<file path="config.mk">
export PLATFORM = sky130hd
export DESIGN_NAME = ram_responder
export DESIGN_NICKNAME = d
export VERILOG_FILES = /design/src/rtl/ram_responder.sv
export SDC_FILE = /design/constraint.sdc
export NUM_CORES = 1
export LEC_CHECK = 0
export BUFFER_PORTS_ARGS = -buffer_cell sky130_fd_sc_hd__buf_2
export CAP_MARGIN = 20
export CORE_MARGIN = 1
export CORE_UTILIZATION = 25
export CTS_CLUSTER_DIAMETER = 80
export DETAILED_ROUTE_END_ITERATION = 8
export PLACE_DENSITY = 0.41
export SLEW_MARGIN = 10
export SYNTH_ARGS = -nofsm -noshare
export SYNTH_HDL_FRONTEND = slang
export SYNTH_SLANG_ARGS = --single-unit
</file>
<file path="constraint.sdc">
create_clock -name clk -period 2.8 [get_ports clk]
set_clock_uncertainty 0.2 [all_clocks]
set_input_delay 0 -clock clk [delete_from_list [all_inputs] [get_ports clk]]
set_output_delay 0 -clock clk [all_outputs]
set_load 0.01 [all_outputs]
</file>
<file path="src/rtl/ram_responder.sv">
// rtl/ram_responder.sv - single-port word RAM answering edge-triggered read/write strobes with Ack/Err handshake
// Optional macro RAM_BOUNDS_CHECK_EN: reject requests whose ADDR >= DEPTH instead of wrapping the index.
module ram_responder #(
    parameter int DEPTH = 64,
    parameter int AW    = 6
) (
    input  logic       clk,
    input  logic       reset,
    input  logic       RAM_read_from_RAM,
    input  logic       RAM_write_to_RAM,
    input  logic [9:0] ADDR,
    input  logic [9:0] WDATA,
    output logic [9:0] RDATA,
    output logic       RAMout,
    output logic       Ack,
    output logic       Busy,
    output logic       Err
);

    typedef enum logic [1:0] {IDLE, READ, RESP} state_t;

    state_t          state, state_nxt;
    logic            rd_q, wr_q;
    logic            rd_edge, wr_edge;
    logic            addr_bad;
    logic [AW-1:0]   addr_q;
    logic            resp_read, resp_err;
    logic            mem_we, latch_addr, load_rdata, nxt_read, nxt_err;
    logic [9:0]      mem [DEPTH];

    assign rd_edge = RAM_read_from_RAM & ~rd_q;
    assign wr_edge = RAM_write_to_RAM & ~wr_q;

`ifdef RAM_BOUNDS_CHECK_EN
    assign addr_bad = ({1'b0, ADDR} >= 11'(DEPTH));
`else
    // Upper address bits are ignored: the index wraps modulo DEPTH.
    logic unused_addr_hi;
    assign unused_addr_hi = ^ADDR;
    assign addr_bad       = 1'b0;
`endif

    always_comb begin
        state_nxt  = state;
        mem_we     = 1'b0;
        latch_addr = 1'b0;
        load_rdata = 1'b0;
        nxt_read   = 1'b0;
        nxt_err    = 1'b0;
        case (state)
            IDLE: begin
                if (rd_edge && wr_edge) begin
                    state_nxt = RESP;
                    nxt_err   = 1'b1;
                end else if (wr_edge) begin
                    state_nxt = RESP;
                    nxt_err   = addr_bad;
                    mem_we    = ~addr_bad;
                end else if (rd_edge) begin
                    if (addr_bad) begin
                        state_nxt = RESP;
                        nxt_err   = 1'b1;
                    end else begin
                        state_nxt  = READ;
                        latch_addr = 1'b1;
                    end
                end
            end
            READ: begin
                state_nxt  = RESP;
                load_rdata = 1'b1;
                nxt_read   = 1'b1;
            end
            RESP:    state_nxt = IDLE;
            default: state_nxt = IDLE;
        endcase
    end

    always_ff @(posedge clk) begin
        if (reset) begin
            state     <= IDLE;
            rd_q      <= 1'b0;
            wr_q      <= 1'b0;
            addr_q    <= '0;
            resp_read <= 1'b0;
            resp_err  <= 1'b0;
            RDATA     <= '0;
        end else begin
            state     <= state_nxt;
            rd_q      <= RAM_read_from_RAM;
            wr_q      <= RAM_write_to_RAM;
            resp_read <= nxt_read;
            resp_err  <= nxt_err;
            if (latch_addr)
                addr_q <= ADDR[AW-1:0];
            if (load_rdata)
                RDATA <= mem[addr_q];
        end
    end

    // Storage is deliberately outside the reset domain.
    always_ff @(posedge clk) begin
        if (mem_we && !reset)
            mem[ADDR[AW-1:0]] <= WDATA;
    end

    assign Ack    = (state == RESP);
    assign RAMout = Ack & resp_read;
    assign Err    = Ack & resp_err;
    assign Busy   = (state != IDLE);

endmodule

</file>
Word-level counts from Yosys, hierarchy flattened
Memory sizes are Yosys's and may differ from the RTL's. A register that Yosys moved wholly into a read port is not among the register bits.
Index checks and enable logic that the tools add are counted.
{ "totals": {"wordCells": 38, "output_inout_bits": 14, "memories": 1, "ramBits": 640, "inputBits": 24, "register_bits": 12} }
{ "mem_list": {"columns": ["memory", "depth", "word_bits", "rd", "rd_ports_with_merged_regs", "wr", "line", "text"], "rows": [
  ["mem", 64, 10, 1, 1, 1, "29", "logic [9:0] mem [DEPTH];"]
]} }
{ "op_classes": {"muxes": 15, "n_reduce_logical": 6, "eq_ne": 3, "bitwise_logic": 7} }
{ "op_table": {"columns": ["operator", "n"], "rows": [
  ["$mux 1", 11],
  ["$mux 2", 3],
  ["$and 1x1->1", 4],
  ["$ne 4x4->1 const B", 1],
  ["$pmux 2 s2", 1],
  ["$not 1->1", 3],
  ["$eq 2x1->1 const B", 1],
  ["$eq 2x2->1 const B", 1],
  ["$logic_and 1x1->1", 2],
  ["$logic_not 2->1", 1],
  ["$reduce_bool 2->1", 1],
  ["$reduce_or 2->1", 1],
  ["$logic_not 1->1", 1]
]} }

Longest topological paths before layout
{ "depth": {"depth_word": 8, "ltp_mapped": 9, "depth_no_buf": 5} }

Worst setup path before layout
OpenSTA, ideal clock, no wires.
{ "synth_path": {"path_type": "reg2reg", "from": "register state[1]", "to": "memory mem[55][0], enable pin", "setup_time_ns": 0.376, "t_arrival_ns": 2.057, "stages_incl_launch_ff": 6, "period_less_slack_ns": 2.634, "setup_slack_ns": 0.166, "t_required_ns": 2.224, "path_buffers": 0, "path_cell_list": "dfxtp_1 > or2_2 > or3_1 > nor3b_2 > nand3_1 > nor2_1"} }
{ "synth_between": {"elab_chain_len": 5} }
{ "synth_rtl": {"columns": ["element", "line", "text"], "rows": [
  ["start, declared", "22", "state_t state, state_nxt;"],
  ["start signal, assigned", "89", "state <= state_nxt;"],
  ["$logic_not 2->1", "50", "case (state)"],
  ["$mux 1", "50", null],
  ["$logic_and 1x1->1", "103", "if (mem_we && !reset)"],
  ["$mux 1", "103", null],
  ["$mux 1 (implied by the code)", "104", "mem[ADDR[AW-1:0]] <= WDATA;"],
  ["end, declared", "29", null]
]} }
No other way between the ends.

Worst setup path after layout
{ "layout_path": {"from": "register state[1]", "to": "memory mem[29][7], enable pin"} }
Same word-level chain as after synthesis.

==> impl_results.rst <==
.. list-table::
   :header-rows: 1

   * - Metric
     - Value
   * - Post-CTS Setup Inserts
     - 0
   * - Vias per cell
     - 4.448
   * - FFs w/ async S/R, synth
     - 0%
   * - Fraction of final layout cells sized beyond drive strength 1
     - 25.83%
   * - Reg2reg end
     - mem[29][7]
   * - Launch instance of the worst min-delay path
     - RAM_write_to_RAM
   * - Post-DP HPWL
     - 45.05 mm
   * - Area of all placed cells without fillers
     - 31400 µm²
   * - Number of synthesized register bits
     - 662
   * - TritonCTS sink count
     - 662
   * - Total of buffers placed on input and output ports
     - 33
   * - Count of standard-cell rows
     - 117
   * - Clock latency on the worst-skew pair
     - 0.62 ns
   * - Post-synthesis instance total
     - 1329
   * - Count of warnings emitted by yosys
     - 0
   * - Remaining DRCs
     - 0
   * - DRT Pass-1 Iters
     - 5
   * - Highest ir drop seen on vdd
     - 0.3526 mV
   * - Post-Synthesis Mean Instance Area
     - 19.36 µm²
   * - GR Overflow Total
     - 0
   * - Run status
     - complete, no violations
   * - Core Footprint
     - 101900 µm²
   * - Pin count of the biggest net entering global routing
     - 68
   * - Initial core utilization
     - 25.25%
   * - Final routed wire length divided by cell count
     - 23.28 µm
   * - Capture endpoint of the worst hold path
     - state[1]
   * - Leading cell types by count after synthesis
     - 640 x sky130_fd_sc_hd__edfxtp_1, 146 x sky130_fd_sc_hd__mux2i_1, 87 x sky130_fd_sc_hd__nor2_1, 76 x sky130_fd_sc_hd__mux4_2, 60 x sky130_fd_sc_hd__a22oi_1
   * - DIE AREA
     - 104200 µm²
   * - Reg-to-reg slack, setup
     - 0.12 ns
   * - First-pass GRT wire length
     - 98.96 mm
   * - Number of enable-type register cells in the synthesized netlist
     - 640
   * - Critical path peak fanout
     - 10
   * - Total cell area at the placement stage
     - 28890 µm²
   * - Period utilization
     - 95.77%
   * - Layout overhead on the synthesized area
     - 22.04%
   * - Final critical-path required period
     - 2.682 ns
   * - Ranking of synthesized cells by area
     - sky130_fd_sc_hd__edfxtp_1 75%, sky130_fd_sc_hd__mux4_2 6.7%, sky130_fd_sc_hd__mux2i_1 5.7%, sky130_fd_sc_hd__a22oi_1 1.8%, sky130_fd_sc_hd__dfxtp_1 1.7%
   * - Slew at the pin closest to its max-slew limit
     - 0.9609 ns
   * - Leakage power figure
     - 0.009799 µW
   * - Maximum clock frequency
     - 372.9 MHz
   * - Fraction of post-synthesis cell area in the top cell type by area
     - 74.70%
   * - 1st-iter DRT viols
     - 957
   * - Antenna Nets Post-Route
     - 0
   * - Origin of the critical flop-to-flop path
     - state[1]
   * - Clock buffer count from CTS
     - 73
   * - I/O pin count
     - 38
   * - CTS H-Tree Depth
     - 3
   * - Placer congestion estimate
     - 0.8108
   * - Final-report max-slew violation count
     - 0
   * - Worst relative slew slack
     - 35.94%
   * - Required time of the critical path
     - 2.92 ns
   * - Setup violators final
     - 0
   * - TritonCTS clock tree
     - yes
   * - Post-synthesis net count
     - 1353
   * - Total of max-cap violations
     - 0
   * - Number of cells traversed by the worst hold path
     - 4
   * - X dimension of the die
     - 322.8 µm
   * - Clock buffer depth
     - 3
   * - Worst min-delay path class
     - in2reg
   * - Share of the core filled with cells in the final layout
     - 30.82%
   * - Cell accounting for the most synthesized area
     - sky130_fd_sc_hd__edfxtp_1
   * - Power density over cell area
     - 672.1 nW/µm²
   * - Summed instance area of the synthesized netlist
     - 25730 µm²
   * - WL final
     - 69.19 mm
   * - Overall global routing resource usage
     - 13.41%
   * - Number of antenna violations at the first check in global routing
     - 7
   * - Setup repair after global routing missed its margin
     - false
   * - Final Net Count
     - 1577
   * - Cell at the root of the clock tree
     - sky130_fd_sc_hd__clkbuf_16
   * - Count of cell types in the netlist
     - 44
   * - CTS clock-pin slew for the worst setup and hold paths
     - 0.06 ns
   * - Critical path data arrival time
     - 2.80 ns
   * - Die H
     - 322.8 µm
   * - Seq/Total Area, Yosys
     - 76.41%
   * - Category of the critical setup timing path
     - reg2reg
   * - Dominant cell by count in the synthesized netlist
     - sky130_fd_sc_hd__edfxtp_1
   * - Worst-case reg-to-reg path depth
     - 7
   * - Number of failing hold endpoints at the final stage
     - 0
   * - Number of global-route vias before repair
     - 13633
   * - Crit end category
     - register
   * - Startpoint kind of the worst setup timing path
     - register
   * - Via count
     - 13220
   * - Most frequently used flop master after synthesis
     - sky130_fd_sc_hd__edfxtp_1
-- per-stage QoR --
stage | setup slack (ns) | hold WS [ns] | power [µW] | std cells | TNS [ns]
final | 0.1185 | 0.1312 | 21100 | 2972 | 0
after global routing | 0.004046 | 0.1613 | 21790 | 2972 | 0
after detailed placement | -0.04894 | 0.1248 | 12200 | 2823 | -0.06650
after CTS | 0.05446 | 0.1276 | 21390 | 2971 | 0
after global placement | -0.07273 | 0.1298 | 12190 | 2823 | -0.08070
after floorplan | 0.1663 | -0.1169 | 11610 | 1329 | 0
-- per-layer routing --
| layer | vias up | global-route usage, % | wire length [µm] |
|---|---|---|---|
| met5 | - | 0 | 55 |
| met4 | 8 | 3.928 | 1311 |
| met3 | 84 | 2.549 | 3322 |
| met2 | 263 | 20.65 | 31420 |
| met1 | 6974 | 19.11 | 33080 |
| li1 | 5891 | - | - |
-- repair_timing --
action | in CTS | in global routing
endpoints found under the setup margin | 2 | 62
hold buffers | 23 | 0
resized for setup | 2 | 11
hold endpoints to repair | 449 | 0
gates cloned | 0 | 0
-- worst max-delay path: stages (launching register included) --
cell                      delay, ns
sky130_fd_sc_hd__dfxtp_1       0.31
sky130_fd_sc_hd__or2_2         0.30
sky130_fd_sc_hd__or3_1         0.44
sky130_fd_sc_hd__nor3b_2       0.28
sky130_fd_sc_hd__nand2_1       0.19
sky130_fd_sc_hd__buf_4         0.20
sky130_fd_sc_hd__nor2_1        0.23
sky130_fd_sc_hd__buf_6         0.22
-- cells in the final DEF, fill, tap and decap left out, types with 10 or more instances in the layout --
| master | instances |
|---|---|
| sky130_fd_sc_hd__inv_1 | 22 |
| sky130_fd_sc_hd__buf_2 | 33 |
| sky130_fd_sc_hd__a2111oi_0 | 15 |
| sky130_fd_sc_hd__edfxtp_1 | 640 |
| sky130_fd_sc_hd__dfxtp_1 | 19 |
| sky130_fd_sc_hd__clkinv_1 | 12 |
| sky130_fd_sc_hd__a211oi_1 | 11 |
| sky130_fd_sc_hd__clkbuf_16 | 74 |
| sky130_fd_sc_hd__buf_12 | 34 |
| sky130_fd_sc_hd__mux2_2 | 20 |
| sky130_fd_sc_hd__buf_4 | 131 |
| sky130_fd_sc_hd__nand3_1 | 12 |
| sky130_fd_sc_hd__a22o_1 | 20 |
| sky130_fd_sc_hd__mux4_2 | 76 |
| sky130_fd_sc_hd__clkinv_2 | 11 |
| sky130_fd_sc_hd__o311a_1 | 10 |
| sky130_fd_sc_hd__nor2b_1 | 18 |
| sky130_fd_sc_hd__a21oi_1 | 11 |
| sky130_fd_sc_hd__o22ai_1 | 20 |
| sky130_fd_sc_hd__o31ai_1 | 10 |
| sky130_fd_sc_hd__mux2i_1 | 144 |
| sky130_fd_sc_hd__a22oi_1 | 60 |
| sky130_fd_sc_hd__dlygate4sd3_1 | 23 |
| sky130_fd_sc_hd__nor2_1 | 85 |
| sky130_fd_sc_hd__clkbuf_1 | 15 |
-- power by group --
part,internal (µW),switching [µW],leakage [µW]
clock,5230,3870,0.00109
combinational,431,682,0.00278
sequential,10900,21.6,0.00593
total,16500,4570,0.00980
-- worst max-delay path by stage --
| stage | start | end | cells past startpoint |
|---|---|---|---|
| 2_1_floorplan | state[1] | mem[55][0] | 5 |
| 3_3_place_gp | addr_q[2] | RDATA[8] | 8 |
| 3_5_place_dp | addr_q[2] | RDATA[8] | 8 |
| 4_1_cts | state[1] | mem[24][7] | 7 |
| 5_1_grt | addr_q[0] | RDATA[0] | 7 |
| 6_report | state[1] | mem[29][7] | 7 |
-- sequential cells by signal (all words and copies together) (netlist names) --
register   count
resp_err       1
wr_q           1
state          2
mem          640
rd_q           1
addr_q         6
RDATA         10
resp_read      1
-- area by class of cell --
type	count	area, µm²
fillers	10021	70490
flip-flops and latches	662	19670
multi-input cells	570	5618
repair buffers	224	2093
clock buffers	89	1908
well taps	1368	1712
clock inverters	36	315.3
inverters	22	82.58
diodes	1	2.502
-- cells by family after synthesis --
family | share of synthesized area (%)
AO/OA/AOI/OAI | 5.189
buffers and inverters | 1.984
flip-flops | 76.41
multiplexers | 13.62
AND/OR/NAND/NOR | 2.801
Note: power is estimated with default switching activity, not from simulation.
